--- config.mk ---
export PLATFORM = sky130hd
export DESIGN_NAME = instr_fetch
export DESIGN_NICKNAME = d
export VERILOG_FILES = /design/src/rtl/instr_fetch.sv
export SDC_FILE = /design/constraint.sdc
export NUM_CORES = 1
export LEC_CHECK = 0
export CAP_MARGIN = 20
export CORE_ASPECT_RATIO = 1.1
export CORE_MARGIN = 5
export CORE_UTILIZATION = 45
export CTS_CLUSTER_SIZE = 8
export DETAILED_ROUTE_END_ITERATION = 8
export GPL_ROUTABILITY_DRIVEN = 0
export GPL_TIMING_DRIVEN = 0
export PLACE_DENSITY_LB_ADDON = 0.05
export SYNTH_ARGS = -nofsm -noshare
export SYNTH_HDL_FRONTEND = slang
export SYNTH_SLANG_ARGS = --single-unit
--- constraint.sdc ---
create_clock -name clk -period 6.3 [get_ports clk]
set_clock_uncertainty 0.15 [all_clocks]
set_input_delay 0.945 -clock clk [delete_from_list [all_inputs] [get_ports clk]]
set_output_delay 0.945 -clock clk [all_outputs]
set_load 0.01 [all_outputs]
--- src/rtl/instr_fetch.sv ---
// Instruction fetch: holds the fetch PC, runs one req/ack memory transaction at a time, latches the word into an instruction register.
// Latency: instr_valid rises one cycle after the ack edge; at best one instruction every 2 cycles.
// Backpressure: stall keeps the instruction in HOLD; a redirect preempts it, and a stale transaction is drained and discarded.
module instr_fetch #(
    parameter logic [31:0] RESET_PC = 32'h0000_0000
) (
    input  logic        clk,
    input  logic        rst_n,
    output logic        imem_req,
    output logic [31:0] imem_addr,
    input  logic        imem_ack,
    input  logic [31:0] imem_rdata,
    input  logic        stall,
    input  logic        redirect_valid,
    input  logic [31:0] redirect_pc,
    output logic        instr_valid,
    output logic [31:0] instr,
    output logic [6:0]  opcode,
    output logic [2:0]  funct3,
    output logic [6:0]  funct7,
    output logic [4:0]  rd,
    output logic [4:0]  rs1,
    output logic [4:0]  rs2,
    output logic [31:0] pc_out,
    output logic [31:0] pc_plus4
);

    localparam logic [31:0] NOP = 32'h0000_0013;

    typedef enum logic [1:0] {IDLE, FETCH, HOLD, DRAIN} state_t;

    state_t      state;
    logic [31:0] fetch_pc;
    logic [31:0] pend_pc;
    logic [31:0] redirect_tgt;

    assign redirect_tgt = redirect_pc & ~32'h3;

    // A request is never presented while reset is asserted, even mid-transaction.
    assign imem_req  = rst_n && ((state == FETCH) || (state == DRAIN));
    assign imem_addr = fetch_pc;

    assign opcode   = instr[6:0];
    assign rd       = instr[11:7];
    assign funct3   = instr[14:12];
    assign rs1      = instr[19:15];
    assign rs2      = instr[24:20];
    assign funct7   = instr[31:25];
    assign pc_plus4 = pc_out + 32'd4;

    always_ff @(posedge clk) begin
        if (!rst_n) begin
            state       <= IDLE;
            fetch_pc    <= RESET_PC;
            pend_pc     <= RESET_PC;
            instr       <= NOP;
            pc_out      <= RESET_PC;
            instr_valid <= 1'b0;
        end else begin
            case (state)
                IDLE: state <= FETCH;

                FETCH: begin
                    if (imem_ack && redirect_valid) begin
                        fetch_pc <= redirect_tgt;
                    end else if (imem_ack) begin
                        instr       <= imem_rdata;
                        pc_out      <= fetch_pc;
                        instr_valid <= 1'b1;
                        state       <= HOLD;
                    end else if (redirect_valid) begin
                        // The request cannot be withdrawn; let it finish and drop its data.
                        pend_pc <= redirect_tgt;
                        state   <= DRAIN;
                    end
                end

                DRAIN: begin
                    if (imem_ack) begin
                        fetch_pc <= redirect_valid ? redirect_tgt : pend_pc;
                        state    <= FETCH;
                    end else if (redirect_valid) begin
                        pend_pc <= redirect_tgt;
                    end
                end

                HOLD: begin
                    if (redirect_valid) begin
                        instr_valid <= 1'b0;
                        fetch_pc    <= redirect_tgt;
                        state       <= FETCH;
                    end else if (!stall) begin
                        instr_valid <= 1'b0;
                        fetch_pc    <= pc_out + 32'd4;
                        state       <= FETCH;
                    end
                end

                default: state <= IDLE;
            endcase
        end
    end

endmodule

==> results of run 1 <==
==> final cells by class <==
class	instances	area, um2	area share [%]
multi-input combinational	604	3170	33.5
clock buffer	19	453	4.78
clock inverter	13	183	1.93
buffer	101	522	5.51
inverter	5	18.8	0.198
tap	188	235	2.48
sequential	131	2620	27.7
timing repair buffer	226	2260	23.9
==> worst min-delay path, delay by kind of cell (launching register included) <==
| family | cells | cell delay, ps |
|---|---|---|
| simple gates | 1 | 50 |
| flops | 1 | 310 |
| compound gates | 1 | 50 |
==> metrics by stage <==
step | setup slack (ps) | power, uW | hold WS (ps) | utilization (%) | area, um2
floorplan | 3370 | 1050 | 281 | - | 6340
global placement | 2040 | 1220 | 287 | 64.0 | 8830
detailed placement | 2040 | 1220 | 299 | 64.0 | 8830
CTS | 2030 | 2270 | 307 | 68.6 | 9470
global route | 1890 | 2340 | 322 | 68.6 | 9470
finish | 1980 | 2270 | 304 | 68.6 | 9470
==> metal layers <==
layer / track usage (%) / vias up / wire [um]
met5: 0 / - / 0
met4: 12.6 / 0 / 850
met3: 6.33 / 58 / 2180
met2: 43.9 / 364 / 11000
met1: 36.7 / 3235 / 9880
li1: - / 3352 / -
==> power by group through the flow <==
stage	clock network, uW	logic (uW)	registers (uW)
after floorplan	0	128	917
after global placement	0	308	913
after detailed placement	0	311	914
after CTS	1060	312	896
after global routing	1110	335	900
final	1060	315	897
==> cell usage after synthesis, types with 8 or more instances <==
master / n
nand2b_1: 12
a21oi_1: 126
xor2_1: 9
buf_4: 35
nor3_1: 11
dfxtp_1: 131
nand3_1: 32
and3_1: 12
o21ai_0: 29
nand2_1: 221
clkbuf_1: 50
buf_2: 9
and4_1: 9
nor2_1: 27
xnor2_1: 12
nand4_1: 8
==> logic make-up after synthesis <==
group	synth area share, %
compound gates	19.8
xor+xnor	2.90
fa+ha+maj	0.395
buf+inv	8.53
mux	0.810
simple gates	26.2
flops	41.4
==> worst paths after layout <==
| check | to | slack, ps | cells past startpoint |
|---|---|---|---|
| setup / recovery | imem_req | 1980 | 6 |
| hold / removal | pend_pc[26]$_SDFFE_PN0P_ | 300 | 2 |
| setup reg to reg | pc_out[25]$_SDFFE_PN0P_ | 3650 | 6 |
| hold reg to reg | pend_pc[26]$_SDFFE_PN0P_ | 300 | 2 |
==> flip-flops by register name (all words and copies together), names as in the netlist <==
| signal | count |
|---|---|
| imem_addr | 32 |
| instr | 32 |
| pc_out | 32 |
| pend_pc | 32 |
| state | 2 |
| instr_valid | 1 |
==> impl_metrics.yaml, run 1 <==
critical_path:
  cp-startpoint: "rst_n"
  cp_slowest_cell: "clkbuf_1"
  crit_fanout: 10
  cp_top_family: "buffers and inverters"
  crit_path_end_kind: "output pin"
  reg2reg_from: "state[0]$_SDFFE_PN0P_"
  critPathLaunchType: "primary input"
  crit_chain: "clkdlybuf4s50_1 -> inv_1 -> clkbuf_1 -> clkbuf_1 -> nor2_1 -> clkdlybuf4s50_1"
  slowest_delay_ps: 590
  critPathRequiredTime_ps: 5200
  worstPathArrival_ps: 3230
  path_buf_inv: 5
  path_class: "in -> out"
logic_synthesis:
  synth.distinct_cells: 58
  yosysTopAreaCellShare_pct: 41.4
  synth_area_leaders: "dfxtp_1 41%, nand2_1 13%, a21oi_1 10%"
  synth_area_per_cell_um2: 7.53
  synth_nets: 912
  syn_area_um2: 6340
  synthCells: 841
  seq_area_frac_synth_pct: 41.4
  yosysWarnings: 0
  synthFlopType: "dfxtp_1"
  synth_area_leader_cell: "dfxtp_1"
  synth_seq_cells: 131
  synth_edf_count: 0
  synth-async-reset-ratio_pct: 0
sta:
  fin_tns_setup_ps: 0
  tightest_slew_ps: 752
  fmax_mhz: 231
  setup_viol: 0
  hold_viol: 0
  post-route-min-period_ps: 4320
  timing.final.crit_share_pct: 68.6
  rsz0062_at_grt: "false"
  slew_headroom_pct: 49.9
  slew_viol_final: 0
clock_network:
  cts_made_buffers: 17
  clk_latency_ps: 420
  path_clk_slew_ps: 60
  htreeDepth: 4
  clock_path_buffers: 2
  post_cts_buffers: 0
  clock-sinks: 131
  cts_resized: 0
  tritoncts: "built"
  hold_buffers: 0
  root_buffer: "clkbuf_16"
floorplanning:
  core_area_um2: 13800
  die_area_um2: 16600
  initial_core_util_pct: 45.9
  die_h_um: 134
  io_pins: 231
  dieWidth_um: 123
  rows: 45
power_and_ir_drop:
  ir_drop_mv: 0.147
  p_seq_share_pct: 39.5
  internal-power_uw: 1700
  power_frac_comb_pct: 13.9
  clockPowerShare_pct: 46.6
  leakage_uw: 0.00348
  power.switching_uw: 571
  powerDensity_nw_per_um2: 240
  swShare_pct: 25.2
min_path:
  min_from: "pend_pc[26]$_SDFFE_PN0P_"
  holdCritPathClass: "reg -> reg"
cells_and_area:
  final_cells: 1287
  antenna_cells: 0
  final_common_cell: "clkdlybuf4s50_1"
  final_cell_mix: "226 x clkdlybuf4s50_1, 221 x nand2_1, 131 x dfxtp_1"
  drive_gt1_share_pct: 8.37
  syn2layout_area_growth_pct: 49.4
  nFillCells: 1188
  fin_nets: 1157
grt:
  antenna_found_initial: 0
  grt_max_degree: 17
  grt_util_all_layers_pct: 28.0
  grt_pass1_wl_um: 35700
  grt-ovfl-total: 0
  grt_pass1_vias: 6364
routing:
  wl_per_cell_um: 18.6
  ant_nets: 0
  via_count: 7009
  drt_iter0_markers: 658
  vias_per_cell: 5.45
  route.detailed.drc: 0
  drtPass1Iterations: 5
  routed_wl_um: 23900
flow_run:
  drv_cap: 0
place:
  portBuffers: 226
  numPlacedInstances: 1255
  hpwl_um: 17900
run_status:
  outcome: "finished, final reports clean"
Note: power is estimated with default switching activity, not from simulation.
==> run 2, diff against run 1 <==
--- a/config.mk
+++ b/config.mk
@@ -8,7 +8,7 @@
 export CAP_MARGIN = 20
 export CORE_ASPECT_RATIO = 1.1
 export CORE_MARGIN = 5
-export CORE_UTILIZATION = 45
+export CORE_UTILIZATION = 41
 export CTS_CLUSTER_SIZE = 8
 export DETAILED_ROUTE_END_ITERATION = 8
 export GPL_ROUTABILITY_DRIVEN = 0
==> constraint.sdc (replaced) <==
create_clock -name clk -period 3.69 [get_ports clk]
set_clock_uncertainty 0.15 [all_clocks]
set_input_delay 0.5535 -clock clk [delete_from_list [all_inputs] [get_ports clk]]
set_output_delay 0.5535 -clock clk [all_outputs]
set_load 0.01 [all_outputs]
==> impl_metrics.yaml, run 2 (synthesis gave the netlist of run 1 again) <==
run_status:
  outcome: "finished, final reports clean"
cells_and_area:
  antenna_cells: 0
  drive_gt1_share_pct: 8.38
  syn2layout_area_growth_pct: 49.0
  final_common_cell: "clkdlybuf4s50_1"
  fin_nets: 1157
  finish.utilization_pct: 62.5
  final-seq-area_um2: 2620
  nFillCells: 1379
  final_cell_mix: "226 x clkdlybuf4s50_1, 221 x nand2_1, 130 x dfxtp_1"
  final_area_um2: 9440
  multi_input_area_um2: 3170
power_and_ir_drop:
  ir_drop_mv: 0.254
  swShare_pct: 25.2
  leakage_uw: 0.00346
  internal-power_uw: 2830
  power.switching_uw: 955
  power_frac_comb_pct: 14.3
  clockPowerShare_pct: 45.2
  powerDensity_nw_per_um2: 401
  p_seq_share_pct: 40.5
grt:
  grt_use_met2_pct: 41.7
  grt-ovfl-total: 0
  busiest_layer: "met2"
  grt_pass1_vias: 6477
  grt_max_degree: 17
  grt_util_met1_pct: 35.0
  antenna_found_initial: 0
  grt_util_all_layers_pct: 26.3
  grt_pass1_wl_um: 37200
  use_met3_pct: 5.56
clock_network:
  tritoncts: "built"
  cts_made_buffers: 17
  hold_buffers: 0
  clk_latency_ps: 420
  clock_path_buffers: 2
  htreeDepth: 4
  path_clk_slew_ps: 60
  clock-sinks: 131
  root_buffer: "clkbuf_16"
sta:
  slew_viol_final: 0
  slew_headroom_pct: 53.8
  fin_tns_setup_ps: 0
  tightest_slew_ps: 691
  rsz0062_at_grt: "false"
  post-route-min-period_ps: 3560
  whs_ps: 301
  timing.final.crit_share_pct: 96.5
  setup_viol: 0
  fmax_mhz: 281
  hold_viol: 0
floorplanning:
  die_area_um2: 18000
  core_area_um2: 15100
  rows: 47
  io_pins: 231
  die_h_um: 140
  initial_core_util_pct: 41.9
  dieWidth_um: 129
critical_path:
  crit_fanout: 10
  worstPathArrival_ps: 2860
  worstRegToRegCells: 6
  critPathLaunchType: "register"
  crit_path_end_kind: "output pin"
  r2r_end: "instr[31]$_SDFFE_PN0P_"
  reg2reg_from: "state[0]$_SDFFE_PN0P_"
  critPathRequiredTime_ps: 2990
  rrSetupSlack_ps: 970
  path_class: "reg -> out"
flow_run:
  drv_cap: 0
routing:
  route.detailed.drc: 0
  drt_iter0_markers: 607
  drtPass1Iterations: 5
  ant_nets: 0
  wl_per_cell_um: 18.7
  vias_per_cell: 5.32
  routed_wl_um: 24200
  via_count: 6886
min_path:
  whs_path_depth: 2
  min_to: "pend_pc[26]$_SDFFE_PN0P_"
  holdCritPathClass: "reg -> reg"
  min_from: "pend_pc[26]$_SDFFE_PN0P_"
place:
  place_area_um2: 8840
  portBuffers: 226
  hpwl_um: 18400
==> run 2: cell count changes in the layout (fill, tap and decap cells not counted), sizes merged <==
cell      before  now
bufinv         4    3
clkinvlp       4    3
clkbuf        69   71
clkinv         5    4
==> run 2: area by class of cell <==
cell class / count / area share (%)
Buffer: 101 / 5.54
Clock buffer: 21 / 4.88
Clock inverter: 10 / 1.40
Inverter: 5 / 0.199
Multi-Input combinational cell: 604 / 33.6
Sequential cell: 131 / 27.8
Tap cell: 196 / 2.60
Timing Repair Buffer: 226 / 24.0
==> run 2: worst max-delay path by stage <==
stage,startpoint,end,cells past startpoint,slack (ps)
detailed placement,rst_n,imem_req,6,180
floorplan,pc_out[7]$_SDFFE_PN0P_,pc_plus4[27],7,1150
global placement,rst_n,imem_req,6,140
finish,pc_out[8]$_SDFFE_PN0P_,pc_plus4[27],8,130
global route,pc_out[8]$_SDFFE_PN0P_,pc_plus4[27],8,5
CTS,pc_out[11]$_SDFFE_PN0P_,pc_plus4[27],7,70
==> run 2: per-stage QoR <==
step	setup slack (ps)	std cells	total power [uW]
2_1_floorplan	1150	841	1780
3_3_place_gp	138	1263	2090
3_5_place_dp	180	1263	2100
4_1_cts	74.1	1294	3800
5_1_grt	4.76	1294	3910
6_report	129	1294	3780
==> run 2: power groups by stage <==
stage	clock network, uW	logic, uW	registers [uW]
final	1710	539	1530
after CTS	1730	538	1530
after detailed placement	0	535	1560
after global placement	0	532	1560
after floorplan	0	219	1570
after global routing	1790	581	1540
==> run 2: critical path, cell delays in order, from the launching register on <==
cell and delay [ps]:
dfxtp_1 450, and4_1 240, buf_4 170, nand4_4 120
buf_2 210, or3_1 410, nor2_1 130, xor2_1 170
clkdlybuf4s50_1 560
==> run 2: per-layer routing <==
metal / vias up / share of wire [%]
met1: 3150 / 42
met2: 347 / 46
met3: 46 / 9.1
met4: 0 / 2.4
met5: - / 0
li1: 3343 / -
==> run 2: timing repair <==
item / CTS / global route
endpoints found under the hold margin: 0 / 0
buffers inserted: 0 / 0
resized for setup: 0 / 4
endpoints found under the setup margin: 0 / 3
